File: config.mk
export PLATFORM = sky130hd
export DESIGN_NAME = uart_byte_tx_flat
export DESIGN_NICKNAME = d
export VERILOG_FILES = /design/src/rtl/uart_pkg.sv /design/src/rtl/uart_byte_tx_if.sv /design/src/rtl/uart_baud_tick.sv /design/src/rtl/uart_byte_tx.sv /design/src/flat_wrapper.sv
export SDC_FILE = /design/constraint.sdc
export NUM_CORES = 1
export LEC_CHECK = 0
export ABC_CLOCK_PERIOD_IN_PS = 6850
export CAP_MARGIN = 5
export CORE_MARGIN = 3
export CORE_UTILIZATION = 50
export CTS_CLUSTER_DIAMETER = 80
export DETAILED_ROUTE_END_ITERATION = 16
export GPL_TIMING_DRIVEN = 0
export PLACE_DENSITY = 0.68
export SYNTH_ARGS = -nofsm -noshare
export SYNTH_HDL_FRONTEND = slang
export SYNTH_HIERARCHICAL = 1
export SYNTH_SLANG_ARGS = --single-unit
File: constraint.sdc
create_clock -name clk_100M -period 6.85 [get_ports clk_100M]
set_input_delay 2.055 -clock clk_100M [delete_from_list [all_inputs] [get_ports clk_100M]]
set_output_delay 2.055 -clock clk_100M [all_outputs]
set_load 0.01 [all_outputs]
File: src/rtl/uart_pkg.sv
`default_nettype none
// ============================================================================
// uart_pkg : shared UART types, line levels and baud-divisor helper
// Rev 1.0
// ============================================================================
package uart_pkg;

  typedef enum logic [1:0] {
    IDLE  = 2'd0,
    START = 2'd1,
    DATA  = 2'd2,
    STOP  = 2'd3
  } uart_state_e;

  localparam logic UART_IDLE_LVL  = 1'b1;
  localparam logic UART_START_LVL = 1'b0;
  localparam int   UART_DATA_BITS = 8;

  // Clocks per bit, rounded to nearest; shared with the receive side.
  function automatic int baud_set(input longint clk_freq, input longint baud_rate);
    return int'((clk_freq * 10 / baud_rate + 5) / 10);
  endfunction

endpackage
`default_nettype wire

File: src/rtl/uart_byte_tx_if.sv
`default_nettype none
// ============================================================================
// uart_byte_tx_if : byte valid/ready handshake into the UART transmitter
// Rev 1.0
// ============================================================================
interface uart_byte_tx_if;

  logic [7:0] data_byte;
  logic       tx_valid;
  logic       tx_ready;

  modport master (output data_byte, output tx_valid, input tx_ready);
  modport slave  (input data_byte, input tx_valid, output tx_ready);

endinterface
`default_nettype wire

File: src/rtl/uart_baud_tick.sv
`default_nettype none
// ============================================================================
// uart_baud_tick : bit-period counter, ticks on the last cycle of each bit
// Rev 1.0
// ============================================================================
module uart_baud_tick #(
  parameter int BAUD_SET = 109
) (
  input  wire logic clk,
  input  wire logic rst,
  input  wire logic i_clear,
  input  wire logic i_enable,
  output logic      o_tick,
  output logic      o_pre_tick
);

  localparam logic [31:0] C_LAST = 32'(BAUD_SET - 1);
  localparam logic [31:0] C_PRE  = 32'(BAUD_SET - 2);

  logic [31:0] r_cnt;

  always_ff @(posedge clk) begin
    if (rst || i_clear) begin
      r_cnt <= 32'd0;
    end else if (i_enable) begin
      r_cnt <= (r_cnt == C_LAST) ? 32'd0 : r_cnt + 32'd1;
    end
  end

  // Pre-tick lets the parent register outputs that must be valid on the last cycle.
  assign o_tick     = i_enable && (r_cnt == C_LAST);
  assign o_pre_tick = i_enable && (r_cnt == C_PRE);

endmodule
`default_nettype wire

File: src/rtl/uart_byte_tx.sv
`default_nettype none
// ============================================================================
// uart_byte_tx : 8N1 UART byte transmitter with valid/ready input and irq
// Rev 1.0
// ============================================================================
module uart_byte_tx
  import uart_pkg::*;
#(
  parameter int CLK_FREQ  = 100_000_000,
  parameter int BAUD_RATE = 921600
) (
  input  wire logic       clk_100M,
  input  wire logic       rst,
  uart_byte_tx_if.slave   bus,
  output logic            TX,
  output logic            irq
);

  localparam int BAUD_SET = baud_set(longint'(CLK_FREQ), longint'(BAUD_RATE));

  if (BAUD_SET < 2) begin : g_baud_check
    $error("uart_byte_tx: BAUD_SET must be at least 2");
  end

  uart_state_e r_state;
  logic [7:0]  r_shift;
  logic [2:0]  r_idx;
  logic        r_tx;
  logic        r_tx_ready;
  logic        r_irq;
  logic        w_tick;
  logic        w_pre_tick;
  logic        w_accept;
  logic        w_enable;

  assign w_accept = bus.tx_valid && r_tx_ready;
  assign w_enable = (r_state != IDLE);

  uart_baud_tick #(
    .BAUD_SET (BAUD_SET)
  ) u_baud_tick (
    .clk        (clk_100M),
    .rst        (rst),
    .i_clear    (w_accept),
    .i_enable   (w_enable),
    .o_tick     (w_tick),
    .o_pre_tick (w_pre_tick)
  );

  always_ff @(posedge clk_100M) begin
    if (rst) begin
      r_state    <= IDLE;
      r_shift    <= 8'h00;
      r_idx      <= 3'd0;
      r_tx       <= UART_IDLE_LVL;
      r_tx_ready <= 1'b1;
      r_irq      <= 1'b0;
    end else begin
      r_irq <= 1'b0;
      case (r_state)
        IDLE: begin
          if (w_accept) begin
            r_state    <= START;
            r_tx       <= UART_START_LVL;
            r_tx_ready <= 1'b0;
            r_shift    <= bus.data_byte;
          end
        end
        START: begin
          if (w_tick) begin
            r_state <= DATA;
            r_tx    <= r_shift[0];
            r_idx   <= 3'd0;
          end
        end
        DATA: begin
          if (w_tick) begin
            if (r_idx == 3'(UART_DATA_BITS - 1)) begin
              r_state <= STOP;
              r_tx    <= UART_IDLE_LVL;
            end else begin
              r_idx   <= r_idx + 3'd1;
              r_tx    <= r_shift[1];
              r_shift <= {1'b0, r_shift[7:1]};
            end
          end
        end
        STOP: begin
          // irq and ready go high together for the final stop cycle so a
          // queued byte starts its start bit with no idle gap.
          if (w_pre_tick) begin
            r_irq      <= 1'b1;
            r_tx_ready <= 1'b1;
          end else if (w_tick) begin
            if (w_accept) begin
              r_state    <= START;
              r_tx       <= UART_START_LVL;
              r_tx_ready <= 1'b0;
              r_shift    <= bus.data_byte;
            end else begin
              r_state <= IDLE;
            end
          end
        end
        default: r_state <= IDLE;
      endcase
    end
  end

  assign TX           = r_tx;
  assign irq          = r_irq;
  assign bus.tx_ready = r_tx_ready;

endmodule
`default_nettype wire

File: src/flat_wrapper.sv
// flat-port wrapper written by rule: the top's interface ports become plain ports
module uart_byte_tx_flat import uart_pkg::*;
#(
  parameter int CLK_FREQ  = 100_000_000,
  parameter int BAUD_RATE = 921600
)
  (clk_100M, rst, TX, irq, bus_data_byte, bus_tx_valid, bus_tx_ready);
  uart_byte_tx_if bus_i ();
  input  wire logic clk_100M;
  input  wire logic rst;
  output logic TX;
  output logic irq;
  input wire logic [$bits(bus_i.data_byte)-1:0] bus_data_byte;
  input wire logic [$bits(bus_i.tx_valid)-1:0] bus_tx_valid;
  output wire logic [$bits(bus_i.tx_ready)-1:0] bus_tx_ready;
  assign bus_i.data_byte = bus_data_byte;
  assign bus_i.tx_valid = bus_tx_valid;
  assign bus_tx_ready = bus_i.tx_ready;
  uart_byte_tx #(.CLK_FREQ(CLK_FREQ), .BAUD_RATE(BAUD_RATE)) u_core (.clk_100M(clk_100M), .rst(rst), .bus(bus_i), .TX(TX), .irq(irq));
endmodule
Word-level counts from Yosys, hierarchy flattened

Cells that the tools add are included.

Reductions and logical operators: 15
Bitwise operators: 1
$add $sub $neg: 2
Equality and inequality tests: 14
Mux-type cells: 31

Operators by type and width:

| cell                  | count |
|---|---|
| $eq 32x7->1 const B   | 2 |
| $mux 8                | 5 |
| $add 32x1->32 const B | 1 |
| $mux 32               | 1 |
| $pmux 8 s3            | 1 |
| $mux 2                | 6 |
| $ne 2x2->1 const B    | 6 |
| $mux 1                | 11 |
| $mux 3                | 3 |
| $pmux 2 s4            | 1 |
| $reduce_and 4->1      | 2 |
| $pmux 3 s2            | 1 |
| $reduce_and 6->1      | 1 |
| $reduce_bool 2->1     | 3 |
| $reduce_and 5->1      | 1 |
| $eq 2x2->1 const B    | 2 |
| $pmux 1 s4            | 1 |
| $add 3x1->3 const B   | 1 |
| $eq 3x3->1 const B    | 1 |
| $logic_and 1x1->1     | 3 |
| $ne 3x3->1 const B    | 1 |
| $reduce_bool 3->1     | 1 |
| $eq 2x1->1 const B    | 1 |
| $logic_not 2->1       | 1 |
| 6 further kinds       | 6 |

Word-level logic and storage cells: 70
Register bits: 48
Input port bits: 11
Output and inout port bits: 3

Depth between registers and ports, before layout

Depth after elaboration: 5
Depth in mapped cells: 11
Gate-level depth less buffers: 9

Hierarchy

Netlist, hierarchy kept.

Modules (own cells, without submodules):

| module         | instances | seq. area each (um^2) | area each (um^2) | cells each |
|---|---|---|---|---|
| uart_baud_tick | 1         | 640.6                 | 1726.7           | 193 |
| uart_byte_tx   | 1         | 320.3                 | 974.7            | 98 |

Worst setup path before layout

Ideal clock, no wire load.

Path type: input port to flip-flop
Start: input port bus_tx_valid
End: register u_core.r_shift[4]
Stages: 5
Slack: 4037 ps
Arrival: 2724 ps
Buffers on the path: 1
Data required time: 6762 ps
Cell sequence: a21oi_2 a21oi_4 buf_6 a21oi_2 a311oi_2

Cells in the longest elaborated chain, start to end: 5

Ends and longest elaborated chain:

| what                   | line               | RTL |
|---|---|---|
| start: declaration     | flat_wrapper.sv:14 | `input wire logic [$bits(bus_i.tx_valid)-1:0] bus_tx_valid;` |
| $logic_and 1x1->1 (*)  | uart_byte_tx.sv:36 | `assign w_accept = bus.tx_valid && r_tx_ready;` |
| $mux 8 (*)             | --                 |  |
| $mux 8 (2 in series)   | --                 |  |
| $pmux 8 s3 (*)         | --                 |  |
| end signal: assignment | uart_byte_tx.sv:66 | `r_shift <= bus.data_byte;` |
| end signal: assignment | uart_byte_tx.sv:84 | `r_shift <= {1'b0, r_shift[7:1]};` |
| end signal: assignment | uart_byte_tx.sv:99 | `r_shift <= bus.data_byte;` |
| end: declaration       | uart_byte_tx.sv:26 | `logic [7:0] r_shift;` |

Mark *: on every way between the ends. The rest lies on a longest branch, timed or not. The select of a mux whose other input is x is not followed.
A chain may end at the register's enable or synchronous reset.

Worst setup path after layout

Start: register u_core.r_tx_ready (netlist: u_core/bus.tx_ready)
End: output port bus_tx_ready

RTL lines:

| what                     | line               | RTL |
|---|---|---|
| start: declaration       | uart_byte_tx.sv:29 | `logic r_tx_ready;` |
| start signal: assignment | uart_byte_tx.sv:56 | `r_tx_ready <= 1'b1;` |
| start signal: assignment | uart_byte_tx.sv:65 | `r_tx_ready <= 1'b0;` |
| start signal: assignment | uart_byte_tx.sv:93 | `r_tx_ready <= 1'b1;` |
| end: declaration         | flat_wrapper.sv:15 | `output wire logic [$bits(bus_i.tx_ready)-1:0] bus_tx_ready;` |

No word-level cell between the ends.

==> flow_summary.ini <==
[sta]
rsz0062_at_grt = false
setup_tns_ns = 0
holdWs_ns = 0.4703
finalHoldViolations = 0
clock.fmax_mhz = 299.7
fin_skew_ns = 0.009746
slew_headroom_pct = 65.07
layout_min_cycle_time_ns = 3.336
final-setup-viol-count = 0
drv_slew = 0
tightest_slew_ns = 0.5239
final.period_utilization_pct = 48.70

[routing]
ant_nets = 0
wirelength_um = 5480
drtIter0Drc = 102
vias = 2190
vias_per_cell = 5.748
drc = 0
wl_per_cell_um = 14.38
detail_route.first_pass.iterations = 4

[die]
die_x_um = 79.50
start_util_pct = 52.23
die_area_sq_um = 6320
die_y_um = 79.50
io_pins = 14
core-area_sq_um = 5172
rows = 26

[synth]
ys_seq_elements = 48
synthTopCellsByArea = dfxtp_1 (36%), a21oi_1 (4.8%), ha_1 (4.6%), mux2i_1 (4.4%), o31ai_1 (3.3%)
synth_flop_cell = dfxtp_1
synth_cell_types = 54
ys_async_sr_fraction_pct = 0
syn_avg_cell_area_sq_um = 9.283
yosysWarnings = 6
synth_top_area_share_pct = 35.57
synth_edf_count = 0
synth.most_common_cell = dfxtp_1
synthCells = 291
netlist_area_sq_um = 2701
ys_top_cells_by_count = dfxtp_1 (48), a21oi_1 (26), nor2_1 (20)
syn_nets = 312
synth_top_cell_by_area = dfxtp_1
yosysSeqAreaShare_pct = 35.57

[critical_path]
crit_required_ns = 4.80
cp-start-kind = register
cp-end-kind = output pin
crit_path_max_incr_delay_ns = 0.57
crit_type = register to output pin
crit_chain = clkdlybuf4s50_1
critical-path-top-delay-family = buffers and inverters
cp_slowest_cell = clkdlybuf4s50_1
cp_data_arrival_time_ns = 1.28
critPathMaxFanout = 5
critical_path_buf_inv_count = 1

[global_route]
grt_pass1_vias = 2154
antenna_found_initial = 0
grtUsageTotal_pct = 19.17
grt_max_degree = 14
grt_overflow = 0
grt_first_pass_wirelength_um = 9818

[placement]
place_area_sq_um = 2919
place_inst = 374
io_buffer_count = 13
gp_congestion = 0.7726
dp_hpwl_um = 4029

[finish]
finalInstanceArea_sq_um = 2997
stdcell_count = 381
area_growth_pct = 10.93
multi_input_area_sq_um = 1597
num-fill-cells = 485
drive_gt1_share_pct = 13.50
diodes = 0
seqCellArea_sq_um = 960.9
fin_nets = 332

[clock_tree]
clk_latency_ns = 0.30
cts_resized = 0
cts_buffers = 5
htree_levels = 2
cts_buffer_depth = 2
cts.sinks = 48
hold_buffers = 0
cts_tree = done
cts_setup_buffers = 0
clkTransAtPathRegs_ns = 0.09
cts_root_buf = clkbuf_8

[hold_path]
holdCritPathClass = register to register

[power_and_ir_drop]
cellPowerDensity_nw_per_um2 = 244.1
p_leak_nw = 1.012
ir_drop_v = 0.0001689

[flow_run]
cap_violations = 0

[status]
status = completed
==> per-layer routing <==
| layer | global-route usage (%) | wire (um) |
|---|---|---|
| met1 | 23.30 | 2542 |
| met2 | 33.97 | 2737 |
| met5 | 0 | 0 |
| met4 | 3.952 | 46 |
| met3 | 4.853 | 154 |
==> per-stage QoR <==
step	setup slack, ns	utilization (%)	power (mW)
2_1_floorplan	4.037	-	0.5246
3_3_place_gp	3.308	56.43	0.5756
3_5_place_dp	3.268	56.43	0.5802
4_1_cts	3.495	57.93	0.7429
5_1_grt	3.453	57.93	0.7854
6_report	3.514	57.93	0.7315
==> registers in the layout, summed over array words and instances, names as in the netlist <==
name,flops
u_core/irq,1
u_core/r_state,2
u_core/u_baud_tick/r_cnt,32
u_core/r_shift,8
u_core/TX,1
u_core/r_idx,3
u_core/bus.tx_ready,1
==> power breakdown <==
part           total [mW]  switching, mW  internal, mW  leakage, nW
clock network       0.161         0.0915        0.0696       0.0410
registers           0.329         0.0214         0.308        0.389
logic               0.241          0.128         0.113        0.582
total               0.731          0.241         0.490         1.01
==> worst paths after layout <==
path	from	end	slack [ns]	cells after the start
worst max-delay path	u_core/bus.tx_ready	bus_tx_ready	3.51	1
worst min-delay path	u_core/TX	u_core/TX	0.47	1
worst max register to register	u_core/u_baud_tick/r_cnt[4]	u_core/r_shift[5]	4.15	10
worst min register to register	u_core/TX	u_core/TX	0.47	1
==> area by class of cell <==
class / count / share of cell area (%)
Multi-Input combinational cell: 217 / 53.28
Sequential cell: 48 / 32.07
Timing Repair Buffer: 13 / 4.342
Buffer: 16 / 3.549
Tap cell: 70 / 2.923
Clock buffer: 6 / 2.422
Inverter: 10 / 1.253
Clock inverter: 1 / 0.1670
==> cell families (layout without fill, tap and decap cells) <==
| logic type | count (synthesis) | after routing | share of synthesized area (%) |
|---|---|---|---|
| and+or+nand+nor | 112 | 112 | 26.91 |
| AOI/OAI and AO/OA | 70 | 70 | 18.90 |
| DFF | 48 | 48 | 35.57 |
| buffers and inverters | 26 | 46 | 5.326 |
| xor gates and xnor gates | 13 | 13 | 4.215 |
| muxes | 12 | 12 | 4.447 |
| adders and majority gates | 10 | 10 | 4.632 |
==> cells in the final DEF, fill, tap and decap left out, drive strengths merged, types with 2 or more instances in the layout <==
cell type,count
ha,10
a21oi,30
o31ai,13
xnor2,5
and4,8
and2,5
o211ai,2
or4,12
nor2b,3
and3,3
buf,14
xor2,8
or2,2
nand4,16
a21bo,2
a311oi,7
nor3,2
nor4,7
o21ai,8
clkdlybuf4s50,13
nand4b,2
or3,5
nor2,20
clkbuf,8
dfxtp,48
nand2b,2
nand3,11
inv,10
nand2,11
mux2i,12
(Power assumes the default switching activity.)
